`config.mk`:
```
export PLATFORM = sky130hd
export DESIGN_NAME = alu_secuencial
export DESIGN_NICKNAME = d
export VERILOG_FILES = /design/src/rtl/alu_pkg.sv /design/src/rtl/alu_mult_seq.sv /design/src/rtl/alu_secuencial.sv
export SDC_FILE = /design/constraint.sdc
export NUM_CORES = 1
export LEC_CHECK = 0
export CORE_ASPECT_RATIO = 0.8
export CORE_MARGIN = 8
export CORE_UTILIZATION = 50
export DETAILED_ROUTE_END_ITERATION = 12
export PLACE_DENSITY_LB_ADDON = 0.2
export SLEW_MARGIN = 20
export SYNTH_ARGS = -nofsm -noshare
export SYNTH_HDL_FRONTEND = slang
export SYNTH_SLANG_ARGS = --single-unit
```
`constraint.sdc`:
```
create_clock -name i_clk -period 4.25 [get_ports i_clk]
set_input_delay 0.425 -clock i_clk [delete_from_list [all_inputs] [get_ports i_clk]]
set_output_delay 0.425 -clock i_clk [all_outputs]
set_load 0.02 [all_outputs]
```
`src/rtl/alu_pkg.sv`:
```
// Shared definitions for the sequential ALU: opcodes, FSM state encoding and
// small decode helpers used by the top level.
// Latency / backpressure: not applicable (declarations only).
package alu_pkg;

  // Opcode map. The low two bits of suma/resta/shift_d/shift_i keep the
  // legacy 2-bit ALU encoding (00 suma, 01 shift_d, 10 resta, 11 shift_i),
  // so existing decoders that look only at bits [1:0] stay valid for those ops.
  typedef enum logic [2:0] {
    OP_SUMA    = 3'b000,
    OP_SHIFT_D = 3'b001,
    OP_RESTA   = 3'b010,
    OP_SHIFT_I = 3'b011,
    OP_MULT    = 3'b100,
    OP_AND     = 3'b101,
    OP_OR      = 3'b110,
    OP_XOR     = 3'b111
  } opcode_t;

  // Legacy 2-bit ALU encoding, kept for reference by older blocks.
  localparam logic [1:0] ALU2_SUMA    = 2'b00;
  localparam logic [1:0] ALU2_SHIFT_D = 2'b01;
  localparam logic [1:0] ALU2_RESTA   = 2'b10;
  localparam logic [1:0] ALU2_SHIFT_I = 2'b11;

  // Control FSM states.
  typedef enum logic [1:0] {
    IDLE = 2'b00,
    CALC = 2'b01,
    FIN  = 2'b10
  } state_t;

  // True for the two single-bit-per-cycle shift operations.
  function automatic logic is_shift(input opcode_t op);
    return (op == OP_SHIFT_D) || (op == OP_SHIFT_I);
  endfunction

  // True for operations that finish without any iteration.
  function automatic logic is_single_cycle(input opcode_t op);
    return (op == OP_SUMA) || (op == OP_RESTA) ||
           (op == OP_AND)  || (op == OP_OR)    || (op == OP_XOR);
  endfunction

endpackage

```
`src/rtl/alu_mult_seq.sv`:
```
// Shift-add multiplier datapath, one partial product per step.
// Latency: N steps after load; the parent FSM issues the steps.
// Backpressure: none; it only moves when load/step are asserted.
//
// Ports:
//   clk      clock, rising edge
//   reset    synchronous active-high clear
//   load     capture A (multiplicand) and B (multiplier), clear accumulator
//   step     add multiplicand if multiplier LSB set, then shift both
//   A, B     N-bit unsigned operands
//   product  2N-bit accumulated product (complete after N steps)
module alu_mult_seq #(
  parameter int N = 16
) (
  input  logic           clk,
  input  logic           reset,
  input  logic           load,
  input  logic           step,
  input  logic [N-1:0]   A,
  input  logic [N-1:0]   B,
  output logic [2*N-1:0] product
);

  logic [2*N-1:0] acc;
  logic [2*N-1:0] mcand;   // multiplicand, moves left one place per step
  logic [N-1:0]   mplier;  // multiplier, consumed from the LSB

  always_ff @(posedge clk) begin
    if (reset) begin
      acc    <= '0;
      mcand  <= '0;
      mplier <= '0;
    end else if (load) begin
      acc    <= '0;
      mcand  <= {{N{1'b0}}, A};
      mplier <= B;
    end else if (step) begin
      if (mplier[0]) begin
        acc <= acc + mcand;
      end
      mcand  <= mcand << 1;
      mplier <= mplier >> 1;
    end
  end

  assign product = acc;

endmodule

```
`src/rtl/alu_secuencial.sv`:
```
// Sequential ALU: add/sub/logic in one pass, shifts 1 bit/cycle, shift-add multiply.
// Latency: done pulses iterations+1 cycles after accept (0 / k / N iterations).
// Backpressure: i_start is accepted only while busy is low; ignored otherwise.
//
// Ports:
//   i_clk      clock, rising edge
//   i_reset    synchronous active-high reset, aborts any operation
//   i_a, i_b   N-bit unsigned operands (i_b[W-1:0] is the shift amount)
//   i_control  3-bit opcode (see alu_pkg::opcode_t)
//   i_start    request, accepted when high and busy is low
//   busy       operation in progress (accept+1 through the done cycle)
//   done       one-cycle pulse, q/mayor/cero valid
//   q          registered result
//   mayor      registered carry/borrow/overflow/shift-out flag
//   cero       registered q == 0 flag
module alu_secuencial
  import alu_pkg::*;
#(
  parameter int N = 16
) (
  input  logic         i_clk,
  input  logic         i_reset,
  input  logic [N-1:0] i_a,
  input  logic [N-1:0] i_b,
  input  logic [2:0]   i_control,
  input  logic         i_start,
  output logic         busy,
  output logic         done,
  output logic [N-1:0] q,
  output logic         mayor,
  output logic         cero
);

  localparam int W = $clog2(N);

  state_t         state;
  state_t         state_nxt;
  opcode_t        op_r;
  opcode_t        op_in;
  logic [N-1:0]   a_r;        // operand A; doubles as the shift register
  logic [N-1:0]   b_r;
  logic           sh_out;     // last bit shifted out of a_r
  logic [W:0]     cnt;        // shared iteration counter, holds up to N
  logic [W:0]     cnt_init;
  logic           accept;
  logic           step_en;
  logic           mult_step;
  logic           finish;
  logic [2*N-1:0] product;
  logic [N:0]     sum_ext;
  logic [N:0]     dif_ext;
  logic [N-1:0]   res_q;
  logic           res_m;

  assign op_in     = opcode_t'(i_control);
  assign accept    = i_start && (state == IDLE);
  assign step_en   = (state == CALC) && (cnt != '0);
  assign mult_step = step_en && (op_r == OP_MULT);
  // The last CALC cycle: every iteration has been applied, result is ready.
  assign finish    = (state == CALC) && (cnt == '0);

  // ---------------------------------------------------------------------------
  // FSM: state register
  // ---------------------------------------------------------------------------
  always_ff @(posedge i_clk) begin
    if (i_reset) begin
      state <= IDLE;
    end else begin
      state <= state_nxt;
    end
  end

  // ---------------------------------------------------------------------------
  // FSM: next-state logic
  // ---------------------------------------------------------------------------
  always_comb begin
    state_nxt = state;
    case (state)
      IDLE:    if (accept)      state_nxt = CALC;
      CALC:    if (cnt == '0)   state_nxt = FIN;
      FIN:                      state_nxt = IDLE;
      default:                  state_nxt = IDLE;
    endcase
  end

  // ---------------------------------------------------------------------------
  // FSM: outputs. FIN is the done cycle and still counts as busy, which is
  // what keeps a start request in that cycle from being accepted.
  // ---------------------------------------------------------------------------
  always_comb begin
    busy = (state != IDLE);
    done = (state == FIN);
  end

  // ---------------------------------------------------------------------------
  // Iteration count loaded on accept: 0 for one-pass ops, k for shifts, N for
  // multiply.
  // ---------------------------------------------------------------------------
  always_comb begin
    cnt_init = '0;
    if (is_shift(op_in)) begin
      cnt_init = {1'b0, i_b[W-1:0]};
    end else if (op_in == OP_MULT) begin
      cnt_init = (W+1)'(N);
    end else if (is_single_cycle(op_in)) begin
      cnt_init = '0;
    end
  end

  // ---------------------------------------------------------------------------
  // Operand capture, shifting and counter
  // ---------------------------------------------------------------------------
  always_ff @(posedge i_clk) begin
    if (i_reset) begin
      op_r   <= OP_SUMA;
      a_r    <= '0;
      b_r    <= '0;
      sh_out <= 1'b0;
      cnt    <= '0;
    end else if (accept) begin
      op_r   <= op_in;
      a_r    <= i_a;
      b_r    <= i_b;
      sh_out <= 1'b0;          // a zero-length shift reports no shifted-out bit
      cnt    <= cnt_init;
    end else if (step_en) begin
      cnt <= cnt - (W+1)'(1);
      if (op_r == OP_SHIFT_D) begin
        sh_out <= a_r[0];
        a_r    <= a_r >> 1;
      end else if (op_r == OP_SHIFT_I) begin
        sh_out <= a_r[N-1];
        a_r    <= a_r << 1;
      end
    end
  end

  // ---------------------------------------------------------------------------
  // Multiplier datapath, stepped only while a multiply is iterating.
  // ---------------------------------------------------------------------------
  alu_mult_seq #(
    .N (N)
  ) u_mult (
    .clk     (i_clk),
    .reset   (i_reset),
    .load    (accept),
    .step    (mult_step),
    .A       (i_a),
    .B       (i_b),
    .product (product)
  );

  // ---------------------------------------------------------------------------
  // Result selection from the latched operands / iterated state.
  // The extra top bit of sum_ext is the carry; of dif_ext it is the borrow
  // (set exactly when A < B).
  // ---------------------------------------------------------------------------
  assign sum_ext = {1'b0, a_r} + {1'b0, b_r};
  assign dif_ext = {1'b0, a_r} - {1'b0, b_r};

  always_comb begin
    res_q = '0;
    res_m = 1'b0;
    case (op_r)
      OP_SUMA: begin
        res_q = sum_ext[N-1:0];
        res_m = sum_ext[N];
      end
      OP_RESTA: begin
        res_q = dif_ext[N-1:0];
        res_m = dif_ext[N];
      end
      OP_SHIFT_D, OP_SHIFT_I: begin
        res_q = a_r;
        res_m = sh_out;
      end
      OP_MULT: begin
        res_q = product[N-1:0];
        res_m = |product[2*N-1:N];
      end
      OP_AND:  res_q = a_r & b_r;
      OP_OR:   res_q = a_r | b_r;
      OP_XOR:  res_q = a_r ^ b_r;
      default: begin
        res_q = '0;
        res_m = 1'b0;
      end
    endcase
  end

  // ---------------------------------------------------------------------------
  // Result registers: written only on the CALC->FIN edge so they hold from one
  // done pulse to the next.
  // ---------------------------------------------------------------------------
  always_ff @(posedge i_clk) begin
    if (i_reset) begin
      q     <= '0;
      mayor <= 1'b0;
      cero  <= 1'b1;
    end else if (finish) begin
      q     <= res_q;
      mayor <= res_m;
      cero  <= (res_q == '0);
    end
  end

endmodule

```
---- After elaboration in Yosys (flattened, before gate mapping) ----
Cells that the tools add are included.
storage, ports and cells
  register bits ........................... 141
  output and inout bits ................... 20
  logic and storage cells ................. 75
cells by class
  add/subtract/negate cells ............... 4
  equal/unequal tests ..................... 14
  muxes and demuxes ....................... 19
  bitwise operators ....................... 3
  reductions and logical operators ........ 22
operators with widths
  cell                 number
  $mux 16              8
  $pmux 16 s7          1
  $add 32x32->32       1
  $mux 5               4
  $add 16x16->17       1
  $sub 16x16->17       1
  $and 16x16->16       1
  $logic_not 16->1     1
  $or 16x16->16        1
  $reduce_or 16->1     1
  $xor 16x16->16       1
  $eq 3x3->1 const B   5
  $eq 3x2->1 const B   3
  $reduce_and 2->1     4
  $reduce_bool 2->1    4
  $eq 3x1->1 const B   2
  $logic_not 5->1      1
  $reduce_bool 5->1    1
  $sub 5x1->5 const B  1
  $logic_and 1x1->1    4
  $mux 2               2
  $pmux 1 s4           1
  $pmux 2 s2           1
  $reduce_or 2->1      2
  9 further kinds      10

---- Depth between registers and ports, before layout ----
  depth in word-level cells ............... 5
  depth in mapped cells ................... 14
  mapped depth without buffers ............ 14

---- Modules after synthesis ----
A second synthesis with hierarchy kept.
second synthesis, totals
  cells, all modules ...................... 1380
  area total of the unflattened synthesis .. 10571.4 µm²
modules (own cells, without submodules)
  module          times used  cells each  area each (µm²)  sequential area each (µm²)
  alu_secuencial  1           776         5665.4           1221.2
  alu_mult_seq    1           604         4906.0           1601.5

---- Worst setup path after synthesis ----
Ideal clock, no wire load.
  path kind ............................... flip-flop to flip-flop
  start point ............................. reg a_r[10]
  end point ............................... reg cero
  setup time .............................. 0.059 ns
  data arrival time ....................... 2.953 ns
  data required time ...................... 4.191 ns
  path slack .............................. 1.238 ns
  stages on the path, launching flop included .. 14
  buffers on the path ..................... 1
  clock period less this slack ............ 3.012 ns
  path through ............................ dfxtp_1 -> inv_1 -> ha_1 -> buf_6 -> or4_4 -> a2111oi_4 -> o21ai_2 -> a31oi_1 -> o21bai_1 -> a31oi_1 -> xnor2_1 -> mux4_2 -> nand4b_1 -> nand2_1
on the way
  longest elaborated chain between the ends .. 3
  elaborated cells between the ends (all ways) .. 7
  classes of those cells .................. 2 x add/sub; 1 x mux; 3 x bitwise; 1 x reduce/logical
ends and longest elaborated chain
  element                                 RTL line               RTL
  start, declared                         alu_secuencial.sv:40   logic [N-1:0] a_r;
  start signal, assigned                  alu_secuencial.sv:122  a_r <= i_a;
  start signal, assigned                  alu_secuencial.sv:130  a_r <= a_r >> 1;
  start signal, assigned                  alu_secuencial.sv:133  a_r <= a_r << 1;
  $sub 16x16->17 (tied with other cells)  alu_secuencial.sv:159  assign dif_ext = {1'b0, a_r} - {1'b0, b_r};
  $pmux 16 s7 (*)                         alu_secuencial.sv:164  case (op_r)
  $logic_not 16->1 (*)                    alu_secuencial.sv:203  cero <= (res_q == '0);
  end signal, assigned                    alu_secuencial.sv:203
  end, declared                           alu_secuencial.sv:31   output logic cero
Mark *: on every way between the ends. The rest lies on a longest branch, timed or not.
A chain may end at the register's enable or synchronous reset.

---- Worst setup path in the final report ----
  start point ............................. reg a_r[4]
  end point ............................... reg cero
Same word-level chain as after synthesis.

==> results.toml <==
[power]
max-vdd-ir-drop_mv = 0.236
p_leak_uw = 0.00422
pwr_density_cell_nw_per_um2 = 360

[cells_and_area]
layout_commonest_cell = "nand2_1"
drive_gt1_share_pct = 6.21
diodes = 0
layout_common_cells = "250 x nand2_1, 150 x a21oi_1, 140 x dfxtp_1, 112 x nor2_1, 81 x ha_1"
nets = 1429
syn_to_final_growth_pct = 11.5
multi_input_area_um2 = 6370
finalInstanceArea_um2 = 11100
fill_cells = 1851
seqCellArea_um2 = 2820

[placed_design]
dpl_cell_area_um2 = 10500
dpl.hpwl_um = 21500
place.gp.congestion = 0.970
io_buffers = 57
pre_cts_slack_ns = 0.821

[yosys]
ys_types = 77
synth_fa_ha_area_share_pct = 10.8
synth_top_area_cell = "dfxtp_1"
synth_edf_count = 0
muxShareOfSynthArea_pct = 4.19
avgSynthCellArea_um2 = 7.65
syn_nets = 1418
async_flop_share_pct = 0
synth_area_leaders = "dfxtp_1 28%, ha_1 10%, nand2_1 9.5%"
synth_top_area_share_pct = 28.5
ys_seq_area_share_pct = 28.5
synth_top_family_by_area = "compound AO/OA/AOI/OAI gates"
ys.flop_type = "dfxtp_1"
synth_area_um2 = 9920
yosys.area_share.simple_pct = 21.3
synth-compound-area-share_pct = 23.8
synth_xor_area_share_pct = 3.89
syn_inst = 1296
ys_ff_latch = 141
yosysWarnings = 0

[floorplan]
std_cell_rows = 46
dieArea_um2 = 24600
start_util_pct = 50.5
core_um2 = 19600
fp.dieH_um = 142
io-pin-count = 58
die_width_um = 173

[drt]
drt_pass1_iterations = 7
vias = 9434
wl_per_cell_um = 19.0
via_per_inst = 5.96
ant_nets = 0
first_iter_violations = 1015
wirelength_um = 30100
drc = 0

[worst_setup_path]
required_ns = 4.64
worstSetupPathType = "flop to flop"
cp-end-kind = "flop"
cp_max_fo = 12
startpoint_type = "flop"
arrival_ns = 3.91

[grt]
grt_start_max_net_pins = 94
antenna_found_initial = 0
grt_pass1_wl_um = 48500
grt_pass1_vias = 8700
grtUsageTotal_pct = 24.3
gr-total-overflow = 0

[timing]
fmax_mhz = 284
final_hold_viol_count = 0
rsz0062_at_grt = "no"
finClkSkew_ns = 0.0161
timing.final.crit_share_pct = 82.8
final.min_clock_period_ns = 3.52
maxSlewHeadroom_pct = 30.8
fin_ws_ns = 0.732
tightest_slew_ns = 1.04
setup-tns-final_ns = 0
maxSlewViolCount = 0
whs_ns = 0.456
setup_viol = 0

[clocking]
htree_num_levels = 4
clk_pin_slew_ns = 0.07
hold_buffers = 0
clockBufferDepth = 2
cts_resized = 0
cts_buffers = 17
post-cts-setup-buffers = 0
cts_tree = "done"
insertion_delay_ns = 0.44
root_buffer = "clkbuf_16"
cts_sinks = 141

[worst_hold_path]
hp-class = "flop to flop"

[run_status]
status = "finished clean"

[job]
drv_cap = 0
## sequential cells by signal (all words and copies together), names as in the netlist
| signal | cells |
|---|---|
| q | 16 |
| a_r | 16 |
| b_r | 16 |
| cero | 1 |
| u_mult.product | 32 |
| u_mult.mcand | 32 |
| op_r | 3 |
| mayor | 1 |
| u_mult.mplier | 16 |
| state | 2 |
| sh_out | 1 |
| cnt | 5 |
## critical path, stage by stage, from the launching register on
cell and delay [ns]:
dfxtp_1 0.46, inv_1 0.07, ha_1 0.56, nor3_1 0.11, a2111oi_0 0.46, mux2i_1 0.16
xnor2_1 0.16, mux4_2 0.48, a2111oi_0 0.43, nand4_1 0.21, nor4_4 0.16, nand4b_1 0.11
nand2_1 0.08
## routing by layer
metal,global-route usage [%],vias to the layer above,wire length (um)
li1,-,4582,-
met1,36.1,4423,14900
met2,33.8,394,12000
met3,6.31,35,2760
met4,5.98,0,451
met5,0,-,0
## where the power goes
| group | internal, uW | total [uW] | switching [uW] |
|---|---|---|---|
| clock | 844 | 1530 | 688 |
| sequential | 1400 | 1500 | 94.2 |
| combinational | 373 | 952 | 579 |
## Yosys cell counts (4+ instances only)
cell,number
a21o_1,19
clkbuf_1,55
buf_6,8
a211oi_1,15
nor4_1,9
o21ai_1,15
nand3_1,26
and2_1,7
o21ai_0,39
mux2i_1,13
o21a_1,9
a31oi_1,12
nand3b_1,5
o211ai_1,17
a311oi_1,32
inv_1,62
o21bai_1,8
nor2_1,112
nand4_1,9
mux4_2,10
xor2_1,14
a22oi_1,4
a21oi_1,150
nand2b_1,7
nor2b_1,12
a221oi_1,15
nand2_1,251
xnor2_1,30
nor3_1,21
dfxtp_1,141
or3_1,4
clkbuf_8,6
buf_1,5
ha_1,81
## path summary, 6_finish.rpt
kind,depth (start not counted),start,end,slack (ns)
max reg2reg,12,a_r[4],cero,0.73
max,12,a_r[4],cero,0.73
min,2,q[3],q[3],0.46
min reg2reg,2,q[3],q[3],0.46
## cells by family after synthesis
kind of cell,count (synthesis)
flops,141
fa+ha+maj,84
buf+inv,147
mux,27
compound gates,369
simple gates,484
xor+xnor,44
## through the flow
step / util [%] / std cells / power, uW
6_report: 56.3 / 1584 / 3980
3_5_place_dp: 53.3 / 1552 / 2450
2_1_floorplan: - / 1296 / 2190
5_1_grt: 56.3 / 1584 / 4150
3_3_place_gp: 53.3 / 1552 / 2440
4_1_cts: 56.3 / 1584 / 3970
## layout make-up
| type | instances | area share (%) |
|---|---|---|
| sequential | 141 | 25.5 |
| timing repair buffer | 73 | 6.20 |
| inverter | 66 | 2.37 |
| multi-input combinational | 1008 | 57.6 |
| tap | 264 | 2.99 |
| clock inverter | 14 | 1.31 |
| clock buffer | 18 | 3.97 |
(Power assumes the default switching activity.)
